### src/rtl/bj_pkg.sv
// Shared types, scoring constants and card helpers for the blackjack round controller.
package bj_pkg;

    typedef enum logic [3:0] {
        IDLE,
        DEAL_P1,
        DEAL_D1,
        DEAL_P2,
        DEAL_D2,
        PLAYER,
        P_HIT,
        DEALER,
        RESULT
    } state_t;

    typedef enum logic [1:0] {
        NONE = 2'd0,
        WIN  = 2'd1,
        LOSE = 2'd2,
        PUSH = 2'd3
    } result_t;

    localparam logic [4:0] BJ_TARGET    = 5'd21;
    localparam logic [4:0] DEALER_STAND = 5'd17;
    localparam logic [4:0] ACE_BONUS    = 5'd10;

    // Face cards (J/Q/K) count as 10; an ace counts 1 in the hard sum.
    function automatic logic [4:0] card_value(input logic [3:0] rank);
        return (rank >= 4'd10) ? 5'd10 : {1'b0, rank};
    endfunction

    function automatic logic [4:0] hand_score(input logic [4:0] hard, input logic has_ace);
        return (has_ace && (hard <= 5'd11)) ? hard + ACE_BONUS : hard;
    endfunction

endpackage

### src/rtl/card_lfsr.sv
// Free-running 16-bit Fibonacci LFSR (taps 16,14,13,11) and the card rank drawn from it.
module card_lfsr #(
    parameter logic [15:0] SEED = 16'hACE1
) (
    input  logic        clk,
    input  logic        rst,
    output logic [15:0] state,
    output logic [3:0]  rank
);

    logic [15:0] lfsr_reg;
    logic        feedback;
    logic [3:0]  nibble;

    assign feedback = lfsr_reg[15] ^ lfsr_reg[13] ^ lfsr_reg[12] ^ lfsr_reg[10];

    always_ff @(posedge clk or posedge rst) begin
        if (rst) begin
            lfsr_reg <= SEED;
        end else begin
            lfsr_reg <= {lfsr_reg[14:0], feedback};
        end
    end

    // Fold 13..15 back onto 0..2 so every nibble maps to a rank 1..13.
    always_comb begin
        nibble = lfsr_reg[3:0];
        rank   = ((nibble >= 4'd13) ? nibble - 4'd13 : nibble) + 4'd1;
    end

    assign state = lfsr_reg;

endmodule

### src/rtl/bj_game_ctrl.sv
// Blackjack round controller: button press detection, dealing, hand scoring,
// dealer auto-play and round result, all outputs registered.
module bj_game_ctrl
    import bj_pkg::*;
#(
    parameter int          DEALER_DELAY = 25_000_000,
    parameter logic [15:0] LFSR_SEED    = 16'hACE1
) (
    input  logic       clk,
    input  logic       rst,
    input  logic       start,
    input  logic       hit,
    input  logic       stand,
    output logic [4:0] player_score,
    output logic [4:0] dealer_score,
    output logic       dealer_hidden,
    output logic [3:0] card_rank,
    output logic       card_to_player,
    output logic       card_valid,
    output logic [1:0] result
);

    localparam int CW = (DEALER_DELAY > 1) ? $clog2(DEALER_DELAY) : 1;
    localparam logic [CW-1:0] COUNT_LAST = CW'(DEALER_DELAY - 1);

    state_t        state_reg, state_next;
    logic          start_prev_reg, hit_prev_reg, stand_prev_reg;
    logic          start_press, hit_press, stand_press;
    logic [4:0]    p_hard_reg, p_hard_next, d_hard_reg, d_hard_next;
    logic          p_ace_reg, p_ace_next, d_ace_reg, d_ace_next;
    logic [4:0]    player_score_reg, player_score_next;
    logic [4:0]    dealer_score_reg, dealer_score_next;
    logic          hidden_reg, hidden_next;
    logic [3:0]    card_rank_reg, card_rank_next;
    logic          card_to_player_reg, card_to_player_next;
    logic          card_valid_reg, card_valid_next;
    result_t       result_reg, result_next;
    logic [CW-1:0] count_reg, count_next;

    logic [15:0]   lfsr_state;
    logic [3:0]    draw_rank;
    logic          deal_player, deal_dealer;
    logic [4:0]    p_deal_hard, d_deal_hard, p_deal_score;
    logic          p_deal_ace, d_deal_ace;

    card_lfsr #(
        .SEED(LFSR_SEED)
    ) u_card_lfsr (
        .clk  (clk),
        .rst  (rst),
        .state(lfsr_state),
        .rank (draw_rank)
    );

    // Inputs are active-low levels; a press is the 1 -> 0 transition.
    assign start_press = start_prev_reg & ~start;
    assign hit_press   = hit_prev_reg   & ~hit;
    assign stand_press = stand_prev_reg & ~stand;

    always_comb begin
        p_deal_hard  = p_hard_reg + card_value(draw_rank);
        p_deal_ace   = p_ace_reg | (draw_rank == 4'd1);
        p_deal_score = hand_score(p_deal_hard, p_deal_ace);
        d_deal_hard  = d_hard_reg + card_value(draw_rank);
        d_deal_ace   = d_ace_reg | (draw_rank == 4'd1);
    end

    always_comb begin
        state_next          = state_reg;
        p_hard_next         = p_hard_reg;
        p_ace_next          = p_ace_reg;
        d_hard_next         = d_hard_reg;
        d_ace_next          = d_ace_reg;
        hidden_next         = hidden_reg;
        result_next         = result_reg;
        count_next          = count_reg;
        card_rank_next      = card_rank_reg;
        card_to_player_next = card_to_player_reg;
        card_valid_next     = 1'b0;
        deal_player         = 1'b0;
        deal_dealer         = 1'b0;

        case (state_reg)
            IDLE, RESULT: begin
                if (start_press) begin
                    state_next  = DEAL_P1;
                    p_hard_next = '0;
                    p_ace_next  = 1'b0;
                    d_hard_next = '0;
                    d_ace_next  = 1'b0;
                    result_next = NONE;
                    hidden_next = 1'b1;
                end
            end
            DEAL_P1: begin
                deal_player = 1'b1;
                state_next  = DEAL_D1;
            end
            DEAL_D1: begin
                deal_dealer = 1'b1;
                state_next  = DEAL_P2;
            end
            DEAL_P2: begin
                deal_player = 1'b1;
                state_next  = DEAL_D2;
            end
            DEAL_D2: begin
                deal_dealer = 1'b1;
                if (player_score_reg == BJ_TARGET) begin
                    state_next  = DEALER;
                    hidden_next = 1'b0;
                    count_next  = '0;
                end else begin
                    state_next  = PLAYER;
                end
            end
            PLAYER: begin
                // Stand is checked first so a simultaneous hit is dropped.
                if (stand_press) begin
                    state_next  = DEALER;
                    hidden_next = 1'b0;
                    count_next  = '0;
                end else if (hit_press) begin
                    state_next  = P_HIT;
                end
            end
            P_HIT: begin
                deal_player = 1'b1;
                if (p_deal_score > BJ_TARGET) begin
                    state_next  = RESULT;
                    result_next = LOSE;
                end else if (p_deal_score == BJ_TARGET) begin
                    state_next  = DEALER;
                    hidden_next = 1'b0;
                    count_next  = '0;
                end else begin
                    state_next  = PLAYER;
                end
            end
            DEALER: begin
                if (count_reg == COUNT_LAST) begin
                    count_next = '0;
                    if (dealer_score_reg < DEALER_STAND) begin
                        deal_dealer = 1'b1;
                    end else begin
                        state_next = RESULT;
                        if (dealer_score_reg > BJ_TARGET) begin
                            result_next = WIN;
                        end else if (player_score_reg > dealer_score_reg) begin
                            result_next = WIN;
                        end else if (player_score_reg < dealer_score_reg) begin
                            result_next = LOSE;
                        end else begin
                            result_next = PUSH;
                        end
                    end
                end else begin
                    count_next = count_reg + 1'b1;
                end
            end
            default: begin
                state_next = IDLE;
            end
        endcase

        if (deal_player) begin
            p_hard_next = p_deal_hard;
            p_ace_next  = p_deal_ace;
        end
        if (deal_dealer) begin
            d_hard_next = d_deal_hard;
            d_ace_next  = d_deal_ace;
        end
        if (deal_player || deal_dealer) begin
            card_valid_next     = 1'b1;
            card_rank_next      = draw_rank;
            card_to_player_next = deal_player;
        end

        // Scores are registered from the next-hand values so they move with card_valid.
        player_score_next = hand_score(p_hard_next, p_ace_next);
        dealer_score_next = hand_score(d_hard_next, d_ace_next);
    end

    always_ff @(posedge clk or posedge rst) begin
        if (rst) begin
            state_reg          <= IDLE;
            start_prev_reg     <= 1'b1;
            hit_prev_reg       <= 1'b1;
            stand_prev_reg     <= 1'b1;
            p_hard_reg         <= '0;
            p_ace_reg          <= 1'b0;
            d_hard_reg         <= '0;
            d_ace_reg          <= 1'b0;
            player_score_reg   <= '0;
            dealer_score_reg   <= '0;
            hidden_reg         <= 1'b0;
            card_rank_reg      <= '0;
            card_to_player_reg <= 1'b0;
            card_valid_reg     <= 1'b0;
            result_reg         <= NONE;
            count_reg          <= '0;
        end else begin
            state_reg          <= state_next;
            start_prev_reg     <= start;
            hit_prev_reg       <= hit;
            stand_prev_reg     <= stand;
            p_hard_reg         <= p_hard_next;
            p_ace_reg          <= p_ace_next;
            d_hard_reg         <= d_hard_next;
            d_ace_reg          <= d_ace_next;
            player_score_reg   <= player_score_next;
            dealer_score_reg   <= dealer_score_next;
            hidden_reg         <= hidden_next;
            card_rank_reg      <= card_rank_next;
            card_to_player_reg <= card_to_player_next;
            card_valid_reg     <= card_valid_next;
            result_reg         <= result_next;
            count_reg          <= count_next;
        end
    end

    assign player_score   = player_score_reg;
    assign dealer_score   = dealer_score_reg;
    assign dealer_hidden  = hidden_reg;
    assign card_rank      = card_rank_reg;
    assign card_to_player = card_to_player_reg;
    assign card_valid     = card_valid_reg;
    assign result         = result_reg;

endmodule
### config.mk
export PLATFORM = sky130hd
export DESIGN_NAME = bj_game_ctrl
export DESIGN_NICKNAME = d
export VERILOG_FILES = /design/src/rtl/bj_pkg.sv /design/src/rtl/card_lfsr.sv /design/src/rtl/bj_game_ctrl.sv
export SDC_FILE = /design/constraint.sdc
export NUM_CORES = 1
export LEC_CHECK = 0
export ABC_CLOCK_PERIOD_IN_PS = 5700
export CAP_MARGIN = 20
export CORE_AREA = 2 2 120 122
export CTS_BUF_LIST = sky130_fd_sc_hd__clkbuf_4 sky130_fd_sc_hd__clkbuf_8 sky130_fd_sc_hd__clkbuf_16
export DETAILED_ROUTE_END_ITERATION = 10
export DIE_AREA = 0 0 122 124
export GPL_TIMING_DRIVEN = 0
export PLACE_DENSITY = 0.46
export RECOVER_POWER = 25
export SLEW_MARGIN = 20
export SYNTH_ARGS = -nofsm -noshare
export SYNTH_HDL_FRONTEND = slang
export SYNTH_SLANG_ARGS = --single-unit
### constraint.sdc
create_clock -name clk -period 5.7 [get_ports clk]
set_clock_uncertainty 0.15 [all_clocks]
set_input_delay 0.855 -clock clk [delete_from_list [all_inputs] [get_ports clk]]
set_output_delay 0.855 -clock clk [all_outputs]
set_load 0.01 [all_outputs]
==> impl_metrics.json <==
{
  "outcome": "finished, final reports clean",
  "dpl.hpwl_um": 7630,
  "dr.pass1.iters": 6,
  "port_buffers": 23,
  "drtIter0Drc": 253,
  "crit_path_max_incr_delay_ns": 0.64,
  "grtUsageTotal": 0.156,
  "yosysWarnings": 0,
  "grt_first_pass_wirelength_um": 18200,
  "clock_sinks": 77,
  "seq_area_frac_synth": 0.434,
  "r2r-end": "result[0]$_DFFE_PP0P_",
  "rows": 43,
  "r2r-start": "u_card_lfsr.state[0]$_DFF_PP1_",
  "die_y_um": 124,
  "cp-end-kind": "flip-flop",
  "drv_slew": 0,
  "pin_count": 24,
  "holdPathEnd": "u_card_lfsr.state[5]$_DFF_PP1_",
  "dp_cells": 685,
  "cp.required_ns": 5.78,
  "async_flop_share": 1.00,
  "cp-start-kind": "flip-flop",
  "worst_hold_path.num_cells": 0,
  "setup_viol": 0,
  "grt_pass1_vias": 3563,
  "reg2reg_depth": 22,
  "cts_max_level": 3,
  "nets": 554,
  "r2r_setup_slack_ns": 0.28,
  "hp-start": "u_card_lfsr.state[4]$_DFF_PP0_",
  "largest_register_ffs": 25,
  "arrival_ns": 5.50,
  "area_growth_pct": 21.4,
  "cp_slowest_cell": "dfstp_2",
  "design_area_sq_um": 5430,
  "ys_ff_latch": 77,
  "diodes": 0,
  "num_vias": 3666,
  "root_buffer": "clkbuf_16",
  "power_mw": 3.00,
  "syn-cell-area_sq_um": 4470,
  "utilization": 0.395,
  "path_cells": "inv_1 -> ha_1 -> nor2b_1 -> nor2_1 -> nand2_1 -> xnor2_2 -> ha_4 -> xor2_4 -> nand2b_1 -> a21oi_2 -> ha_2 -> inv_1 -> fa_2 -> inv_1 -> ha_1 -> a31oi_2 -> o31a_1 -> o211ai_1 -> or2_1 -> a31oi_4 -> o311a_1 -> mux2_4",
  "fmax_mhz": 184,
  "gp_congestion": 0.814,
  "coreArea_sq_um": 13700,
  "fin_crit_sh": 0.951,
  "wirelength_um": 10900,
  "power_density_nw_per_um2": 552,
  "tightest_slew_ns": 1.34,
  "slew_headroom": 0.105,
  "drc_errors": 0,
  "synth_edf_count": 0,
  "synth_ff_type": "dfrtp_1",
  "cts.clk_slew.worst_paths_ns": 0.06,
  "antenna_found_initial": 0,
  "netlist_instances": 481,
  "irDropWorstVdd_mv": 0.278,
  "ant_nets": 0,
  "start_util": 0.326,
  "wl_per_cell_um": 15.4,
  "worstHoldPathType": "reg -> reg",
  "synth_nets": 511,
  "hold_violations": 0,
  "synth.distinct_cells": 69,
  "stdcell_count": 709,
  "tns_ns": 0,
  "worst-setup-path-type": "reg -> reg",
  "grt_max_degree": 51,
  "place_area_sq_um": 4960,
  "cts_buffers": 9,
  "fp.dieArea_sq_um": 15100,
  "overflow": 0,
  "cts_buffer_depth": 2,
  "clkLatencyLatePin_ns": 0.34,
  "die_w_um": 122,
  "crit_top_cell": "inv_1",
  "crit_fanout": 9,
  "cts_tree": "built",
  "drv_cap": 0,
  "fin_crit_ns": 5.42,
  "avgSynthCellArea_sq_um": 9.29,
  "vias_per_cell": 5.17,
  "power.leakage_nw": 2.36,
  "drive_gt1_frac": 0.147
}
==> cell families (layout without fill, tap and decap cells) <==
logic type / Yosys count / in the layout / share of synthesized area
and+or+nand+nor: 145 / 145 / 0.163
xor gates and xnor gates: 15 / 15 / 0.0294
DFF: 77 / 77 / 0.434
buffers and inverters: 67 / 115 / 0.0616
adders and majority gates: 25 / 25 / 0.0733
muxes: 11 / 11 / 0.0271
AOI/OAI and AO/OA: 141 / 141 / 0.212
==> synth_stat cells (6+ instances only) <==
cell type / instances / share of area
dfrtp_1: 66 / 0.37
inv_1: 46 / 0.039
a21oi_1: 38 / 0.043
nand2_1: 38 / 0.032
nor2_1: 35 / 0.029
a31oi_1: 25 / 0.035
ha_1: 23 / 0.064
o21ai_0: 19 / 0.021
nand3_1: 15 / 0.017
dfstp_2: 11 / 0.065
o21a_1: 10 / 0.017
xnor2_1: 10 / 0.020
clkbuf_1: 9 / 0.0076
nor3_1: 9 / 0.010
and3_1: 8 / 0.011
buf_2: 7 / 0.0078
mux2i_1: 7 / 0.016
nand2b_1: 7 / 0.0098
a21o_1: 6 / 0.010
==> power by group <==
group,internal (mW),switching [mW],total [mW]
Sequential,0.728,0.173,0.900
Combinational,0.680,0.812,1.49
Clock,0.363,0.240,0.603
==> layer usage <==
metal / wire [um] / GRT usage
met5: 0 / 0
met4: 153 / 0.0474
met3: 390 / 0.0435
met2: 5250 / 0.260
met1: 5090 / 0.196
==> worst max-delay path, delay by kind of cell, from the launching register on <==
kind / cells / cell delay (ns)
compound gates: 6 / 1.18
flops: 1 / 0.64
simple gates: 5 / 0.83
xor+xnor: 2 / 0.42
mux: 1 / 0.30
fa+ha+maj: 5 / 1.53
buf+inv: 3 / 0.26
==> placed cells by master, fill, tap and decap left out, types with 4 or more instances in the layout <==
cell type        instances
a21o_1                   6
a21oi_1                 37
a31oi_1                 23
and3_1                   8
buf_2                    4
buf_4                   15
clkbuf_1                 9
clkbuf_16                9
clkdlybuf4s50_1         19
dfrtp_1                 66
dfstp_2                  9
dlygate4sd3_1            4
ha_1                    21
inv_1                   45
mux2i_1                  7
nand2_1                 38
nand2b_1                 7
nand3_1                 15
nor2_1                  35
nor2b_1                  5
nor3_1                   9
o211ai_1                 5
o21a_1                  10
o21ai_0                 18
o22ai_1                  5
or2_2                    4
or3_1                    4
xnor2_1                  8
xor2_1                   4
==> per-stage QoR <==
step                hold WS, ns  setup slack (ns)
floorplan                 0.181             0.405
global route              0.213          -0.00147
CTS                       0.203            0.0253
finish                    0.200             0.277
global placement          0.190            -0.756
detailed placement        0.189            -0.812
==> timing repair <==
item / in CTS / in global routing
resized for setup: 11 / 7
hold endpoints to repair: 0 / 0
setup buffers: 3 / 6
hold buffers: 0 / 0
cloned: 0 / 0
pin swaps: 3 / 5
endpoints found under the setup margin: 32 / 30
==> worst max-delay path by stage <==
stage	start	to	slack [ns]
2_1_floorplan	u_card_lfsr.state[0]$_DFF_PP1_	result[0]$_DFFE_PP0P_	0.40
3_3_place_gp	u_card_lfsr.state[0]$_DFF_PP1_	count_reg[4]$_DFFE_PP0P_	-0.76
3_5_place_dp	u_card_lfsr.state[0]$_DFF_PP1_	count_reg[8]$_DFFE_PP0P_	-0.81
4_1_cts	u_card_lfsr.state[0]$_DFF_PP1_	result[0]$_DFFE_PP0P_	0.03
5_1_grt	u_card_lfsr.state[0]$_DFF_PP1_	result[0]$_DFFE_PP0P_	-0.001
6_report	u_card_lfsr.state[0]$_DFF_PP1_	result[0]$_DFFE_PP0P_	0.28
==> area by class of cell <==
type                            instances  area, sq um
Clock inverter                          5         58.8
Inverter                               47          178
Buffer                                 19         98.8
Sequential cell                        77         1940
Tap cell                              180          225
Fill cell                            1402         8290
Clock buffer                           11          253
Timing Repair Buffer                   33          325
Multi-Input combinational cell        337         2350
Note: power is estimated with default switching activity, not from simulation.
